--- config.mk ---
export PLATFORM = sky130hd
export DESIGN_NAME = pkt_bufid_manager
export DESIGN_NICKNAME = d
export VERILOG_FILES = /design/src/rtl/pkt_bufid_manager.sv
export SDC_FILE = /design/constraint.sdc
export NUM_CORES = 2
export LEC_CHECK = 0
export BUFFER_PORTS_ARGS = -buffer_cell sky130_fd_sc_hd__clkbuf_2
export CAP_MARGIN = 20
export CORE_MARGIN = 5
export CORE_UTILIZATION = 50
export CTS_BUF_LIST = sky130_fd_sc_hd__clkbuf_8
export CTS_CLUSTER_DIAMETER = 80
export DETAILED_ROUTE_END_ITERATION = 10
export GPL_ROUTABILITY_DRIVEN = 0
export PLACE_DENSITY_LB_ADDON = 0.15
export SYNTH_ARGS = -nofsm -noshare
export SYNTH_HDL_FRONTEND = slang
export SYNTH_MEMORY_MAX_BITS = 65536
export SYNTH_SLANG_ARGS = --single-unit
--- constraint.sdc ---
create_clock -name clk_sys -period 5.4 [get_ports clk_sys]
set_input_delay 0.81 -clock clk_sys [delete_from_list [all_inputs] [get_ports clk_sys]]
set_output_delay 0.81 -clock clk_sys [all_outputs]
set_load 0.005 [all_outputs]
--- src/rtl/pkt_bufid_manager.sv ---
// Free packet-buffer ID manager: owns the circular free list, fills it after
// reset, offers one ID at a time over valid/ack and takes released IDs back.
module pkt_bufid_manager #(
  parameter int BUF_NUM = 512
) (
  input  logic       clk_sys,
  input  logic       reset_n,
  output logic       o_pkt_bufid_wr,
  output logic [8:0] ov_pkt_bufid,
  input  logic       i_pkt_bufid_ack,
  input  logic       i_bufid_release_wr,
  input  logic [8:0] iv_bufid_release,
  output logic [8:0] ov_free_bufid_fifo_rdusedw,
  output logic       o_init_done,
  output logic       o_release_err_pulse,
  output logic [1:0] ov_bufid_manage_state
);

  localparam int AW = $clog2(BUF_NUM);
  localparam logic [AW-1:0] LAST_ADDR = AW'(BUF_NUM - 1);
  localparam logic [9:0] BUF_NUM_W = 10'(BUF_NUM);

  // INIT fills list | IDLE offer empty | FETCH RAM data valid | OFFER bufid presented
  typedef enum logic [1:0] {
    INIT_S  = 2'b00,
    IDLE_S  = 2'b01,
    FETCH_S = 2'b10,
    OFFER_S = 2'b11
  } state_t;

  state_t r_state, w_state_nxt;

  logic [8:0]    r_ram [0:BUF_NUM-1];
  logic [8:0]    r_ram_q;
  logic [AW-1:0] r_wr_ptr;
  logic [AW-1:0] r_rd_ptr;
  logic [9:0]    r_cnt;
  logic [8:0]    r_bufid;
  logic [8:0]    r_rdusedw;
  logic          r_init_done;
  logic          r_err;

  logic          w_cnt_nz;
  logic          w_offered;
  logic          w_rel_bad;
  logic          w_rel_ok;
  logic          w_init_wr;
  logic          w_rd_en;
  logic          w_load;
  logic          w_wr_en;
  logic [8:0]    w_wr_data;

  function automatic logic [AW-1:0] f_ptr_inc(input logic [AW-1:0] p);
    return (p == LAST_ADDR) ? '0 : p + 1'b1;
  endfunction

  assign w_cnt_nz  = (r_cnt != 10'd0);
  assign w_offered = (r_state == FETCH_S) || (r_state == OFFER_S);
  // A full list means the returned ID is already free: treat it as a double release.
  assign w_rel_bad = (r_state == INIT_S)
                  || ({1'b0, iv_bufid_release} >= BUF_NUM_W)
                  || ((r_cnt + {9'd0, w_offered}) == BUF_NUM_W);
  assign w_rel_ok  = i_bufid_release_wr && !w_rel_bad;
  assign w_wr_en   = w_init_wr || w_rel_ok;
  assign w_wr_data = w_init_wr ? 9'(r_wr_ptr) : iv_bufid_release;

  always_comb begin
    w_state_nxt = r_state;
    w_init_wr   = 1'b0;
    w_rd_en     = 1'b0;
    w_load      = 1'b0;
    case (r_state)
      INIT_S: begin
        w_init_wr = 1'b1;
        if (r_wr_ptr == LAST_ADDR) w_state_nxt = IDLE_S;
      end
      IDLE_S: begin
        if (w_cnt_nz) begin
          w_rd_en     = 1'b1;
          w_state_nxt = FETCH_S;
        end
      end
      FETCH_S: begin
        w_load      = 1'b1;
        w_state_nxt = OFFER_S;
      end
      OFFER_S: begin
        if (i_pkt_bufid_ack) begin
          if (w_cnt_nz) begin
            w_rd_en     = 1'b1;
            w_state_nxt = FETCH_S;
          end else begin
            w_state_nxt = IDLE_S;
          end
        end
      end
      default: w_state_nxt = INIT_S;
    endcase
  end

  always_ff @(posedge clk_sys) begin
    if (w_wr_en) r_ram[r_wr_ptr] <= w_wr_data;
    if (w_rd_en) r_ram_q <= r_ram[r_rd_ptr];
  end

  always_ff @(posedge clk_sys or negedge reset_n) begin
    if (!reset_n) begin
      r_state     <= INIT_S;
      r_wr_ptr    <= '0;
      r_rd_ptr    <= '0;
      r_cnt       <= 10'd0;
      r_bufid     <= 9'd0;
      r_rdusedw   <= 9'd0;
      r_init_done <= 1'b0;
      r_err       <= 1'b0;
    end else begin
      r_state <= w_state_nxt;
      if (w_wr_en) r_wr_ptr <= f_ptr_inc(r_wr_ptr);
      if (w_rd_en) r_rd_ptr <= f_ptr_inc(r_rd_ptr);
      case ({w_wr_en, w_rd_en})
        2'b10:   r_cnt <= r_cnt + 10'd1;
        2'b01:   r_cnt <= r_cnt - 10'd1;
        default: r_cnt <= r_cnt;
      endcase
      if (w_load) r_bufid <= r_ram_q;
      r_rdusedw <= (r_cnt > 10'd511) ? 9'd511 : r_cnt[8:0];
      if ((r_state == INIT_S) && (w_state_nxt == IDLE_S)) r_init_done <= 1'b1;
      r_err <= i_bufid_release_wr && w_rel_bad;
    end
  end

  assign o_pkt_bufid_wr             = (r_state == OFFER_S);
  assign ov_pkt_bufid               = r_bufid;
  assign ov_free_bufid_fifo_rdusedw = r_rdusedw;
  assign o_init_done                = r_init_done;
  assign o_release_err_pulse        = r_err;
  assign ov_bufid_manage_state      = r_state;

endmodule

* Word-level counts from Yosys, hierarchy flattened
Memories as Yosys holds them, arrays and structs flattened. A register that Yosys moved wholly into a read port is not among the register bits. Index checks and enable logic that the tools add are counted.
Operators by class: add/subtract/negate cells 5, magnitude comparators 1, equality and inequality tests 9, muxes and demuxes 17, reductions and logical operators 10
Operator list (count):
- $mux 9 | 4
- $pmux 10 s2 | 1
- $add 9x1->9 const B | 2
- $eq 9x9->1 const B | 2
- $add 10x1->10 | 1
- $add 10x1->10 const B | 1
- $eq 10x10->1 const B | 1
- $gt 10x9->1 const B | 1
- $reduce_bool 10->1 | 1
- $sub 10x1->10 const B | 1
- $mux 2 | 4
- $pmux 2 s4 | 1
- $eq 2x1->1 const B | 3
- $eq 2x2->1 const B | 3
- $mux 1 | 6
- $logic_and 1x1->1 | 3
- $logic_or 1x1->1 | 3
- $logic_not 2->1 | 1
- $pmux 1 s2 | 1
- $reduce_bool 2->1 | 1
- $logic_not 1->1 | 1
Storage, ports and cells: register bits 50, memory bits (writable) 4608, output and inout port bits 23, memories kept 1
Memory list:
- r_ram | depth 512, bits a word 9, read ports 1, clocked after memory_dff 1, wr ports 1, RTL line 33 | logic [8:0] r_ram [0:BUF_NUM-1];

* Logic depth before layout (Yosys ltp)
depth after elaboration 10, gate-level depth with buffers 23, depth with buffers taken out 20

* Worst setup path before layout
Ideal clock, no wire load.
path type register to register, from register r_state[1], in the netlist ov_bufid_manage_state[1], to memory r_ram[0][1] (data pin), setup time 0.915 ns, data arrival time 4.520 ns, slack -0.035 ns, stages on the path, launching flop included 4, path buffers 1, path through dfrtp_1 > nor2_1 > clkbuf_1 > mux2_2
Between the ends: longest elaborated chain between the ends 3
Ends and longest elaborated chain:
- from (decl) | RTL line 31 | state_t r_state, w_state_nxt;
- from (signal assigned) | RTL line 117 | r_state <= w_state_nxt;
- $logic_not 2->1 | RTL line 72 | case (r_state)
- $mux 1 | RTL line 72
- $mux 9 | RTL line 65 | assign w_wr_data = w_init_wr ? 9'(r_wr_ptr) : iv_bufid_release;
- via w_wr_data[1] | RTL line 51 | logic [8:0] w_wr_data;
- to (decl) | RTL line 33
The timed path passes the listed nets, and every way through them passes these cells.

==> flow_summary.ini <==
[floorplanning]
die_w_um = 613
core_sq_um = 362000
die-area_sq_um = 376000
boundaryPins = 36
die_y_um = 613
rows = 221
start_util_pct = 50.2

[sta]
hold_viol = 0
relSlewSlack_pct = 8.53
final-max-slew-violation-count = 0
setup-tns-final_ps = 0
skew_ps = 80.8
setup_ws_ps = 499
min_period_ps = 4900
fmax_mhz = 204
setup_viol = 0
max_slew.worst_pin.slew_ps = 1370
rsz0062_at_grt = no
fin_crit_sh_pct = 90.8

[setup_path]
cp_top_family = compound AO/OA/AOI/OAI gates
cp.buffers_inverters = 4
critical_path_class = register to register
cp-end-kind = register
critPathMaxStageDelay_ps = 720
startpoint_type = register
critical_path_peak_fanout = 31
critPathSlowestCell = dfrtp_4
critical_path.cell_chain = buf_12 -> buf_12 -> buf_4 -> mux4_2 -> a22oi_1 -> a21oi_1 -> a21oi_1 -> o211ai_1 -> a41oi_1 -> buf_4 -> nor2_1
cp.required_ps = 6400
crit_arrival_ps = 5900

[place]
port_buffers = 35
place_hpwl_um = 306000
dp_cells = 13122
post-place-ws_ps = 494

[yosys]
synth_area_per_cell_sq_um = 21.5
yosysTopAreaCell = edfxtp_1
yosysSeqAreaShare_pct = 77.0
yosysWarnings = 0
async_reset_ff_share_pct = 1.07
syn_nets = 8463
ys_ff_latch = 4667
yosysTopAreaCellShare_pct = 76.3
yosys-top-cells-area = edfxtp_1 76%, mux4_2 14%, mux2i_1 2.0%
synth-main-ff-cell = edfxtp_1
synth_area_sq_um = 182000
yosys.cell_types.count = 74
synthCells = 8437
synth_edf_count = 4617

[clock_network]
cts_buffers = 741
clock_sinks = 4667
postCtsResizedCells = 0
clock_tree.root_cell = clkbuf_8
tritoncts = built
clk_path_buf_depth = 4
clock_latency_ps = 1260
path_clk_slew_ps = 60
htreeDepth = 6

[drt]
drtIter0Drc = 12338
wl_per_cell_um = 35.4
routed_wl_um = 513000
dr.pass1.iters = 9
vias_per_cell = 6.40
ant_nets = 0
drcViolationCount = 0
vias = 92708

[pwr]
leakage_uw = 0.0641
cellPowerDensity_nw_per_um2 = 498
irDropWorstVdd_uv = 424

[finish]
final_net_count = 9107
final_layout_size_suffix_gt1_share_pct = 26.2
n_fill_cell = 27091
area_growth_pct = 11.5
instances_no_fill = 14476

[grt]
grt.total_usage_pct = 27.1
grt_pass1_wl_um = 719000
grt-ovfl-total = 0
grt_max_degree = 153
grt_pass1_vias = 92758
antenna_found_initial = 23

[run_status]
status = complete, no violations

[flow_run]
maxCapViolCount = 0

[worst_hold_path]
hp-class = primary input to async pin
## Yosys cell counts, types with 28 or more instances
cell type and number:
edfxtp_1 4617, mux4_2 1139, nor2_1 595, mux2i_1 367, clkbuf_1 223, nand2_1 203, a21oi_1 147, buf_2 129
o21ai_0 126, a221oi_1 68, a22oi_1 66, o221ai_1 55, buf_6 54, dfrtp_1 50, buf_4 47, nand3_1 47
o22ai_1 45, a211oi_1 41, buf_1 40, a31oi_1 28
## placed cells by master (no fill, tap or decap), types with 13 or more instances in the layout
cell | synthesis | routed
dfrtp_1 | 50 | 43
a211oi_1 | 41 | 40
nand3_1 | 47 | 34
a21oi_1 | 147 | 147
nor3_1 | 24 | 22
inv_8 | 0 | 16
clkbuf_8 | 0 | 767
buf_4 | 47 | 291
a221oi_1 | 68 | 68
edfxtp_1 | 4617 | 4617
ha_1 | 13 | 13
clkbuf_2 | 0 | 34
o21ai_0 | 126 | 125
a31oi_1 | 28 | 28
nor2b_1 | 21 | 15
inv_1 | 10 | 291
o22ai_1 | 45 | 45
clkinv_1 | 2 | 179
nand2_1 | 203 | 201
mux2i_1 | 367 | 367
o211ai_1 | 21 | 21
clkinv_2 | 1 | 56
a22oi_1 | 66 | 66
o221ai_1 | 55 | 55
buf_12 | 10 | 85
mux4_2 | 1139 | 1139
a311oi_1 | 15 | 15
nor2_1 | 595 | 587
mux2_2 | 26 | 17
## registers in the layout (all words and copies together) (netlist names)
| register | cells |
|---|---|
| r_cnt | 10 |
| r_rd_ptr | 9 |
| ov_pkt_bufid | 9 |
| o_release_err_pulse | 1 |
| r_ram_q | 9 |
| r_wr_ptr | 9 |
| r_ram | 4608 |
| o_init_done | 1 |
| ov_bufid_manage_state | 2 |
| ov_free_bufid_fifo_rdusedw | 9 |
## worst paths after layout
path	startpoint	endpoint	slack (ps)	cells after the start
worst max register to register	r_rd_ptr[0]	r_ram_q[6]	500	11
worst max-delay path	r_rd_ptr[0]	r_ram_q[6]	500	11
min in group clk_sys	i_bufid_release_wr	o_release_err_pulse	430	3
worst min-delay path	reset_n	ov_pkt_bufid[5]	250	2
max in group asynchronous	reset_n	r_rd_ptr[0]	4400	2
worst min register to register	o_init_done	o_init_done	470	1
## per-stage QoR
step	power, uW	hold WS (ps)	area, sq um	utilization, %
4_1_cts	101000	156	203000	55.9
2_1_floorplan	62300	451	182000	-
3_3_place_gp	73800	454	189000	52.2
3_5_place_dp	74000	460	189000	52.2
6_report	101000	250	203000	55.9
5_1_grt	104000	254	203000	55.9
## metal layers
layer	share of wire [%]	wire (um)	up-vias	global-route usage, %
met4	3.4	17500	12	8.92
met2	47	239000	5366	41.4
met5	0.015	77	-	0
li1	-	-	36763	-
met3	11	53900	857	6.45
met1	39	202000	49710	39.1
## report_power, final
| group | total, uW | internal, uW | switching (uW) |
|---|---|---|---|
| registers | 42500 | 41800 | 674 |
| clock network | 27500 | 13600 | 13900 |
| logic | 30900 | 11800 | 19100 |
## kinds of logic (layout without fill, tap and decap cells)
family | after synthesis | after routing | share of synthesized area [%]
AO/OA/AOI/OAI | 697 | 697 | 2.60
XOR/XNOR | 17 | 17 | 0.0819
adder cells (fa/ha/maj) | 13 | 13 | 0.0895
buffers and inverters | 540 | 1776 | 1.76
flip-flops | 4667 | 4667 | 77.0
multiplexers | 1532 | 1532 | 16.3
other | 0 | 9 | 0
AND/OR/NAND/NOR | 971 | 971 | 2.22
## area by class of cell
| cell class | count | area [sq um] | area share (%) |
|---|---|---|---|
| diodes | 9 | 22.5 | 0.0111 |
| clock buffers | 767 | 10600 | 5.21 |
| clock inverters | 568 | 2730 | 1.34 |
| inverters | 14 | 80.1 | 0.0395 |
| multi-input cells | 3230 | 39100 | 19.3 |
| flip-flops and latches | 4667 | 140000 | 69.0 |
| well taps | 4794 | 6000 | 2.96 |
| repair buffers | 427 | 4230 | 2.09 |
## repair_timing
item	in CTS	in global routing
hold buffers	3	0
buffers inserted	0	0
endpoints found under the hold margin	52	0
Note: power is estimated with default switching activity, not from simulation.
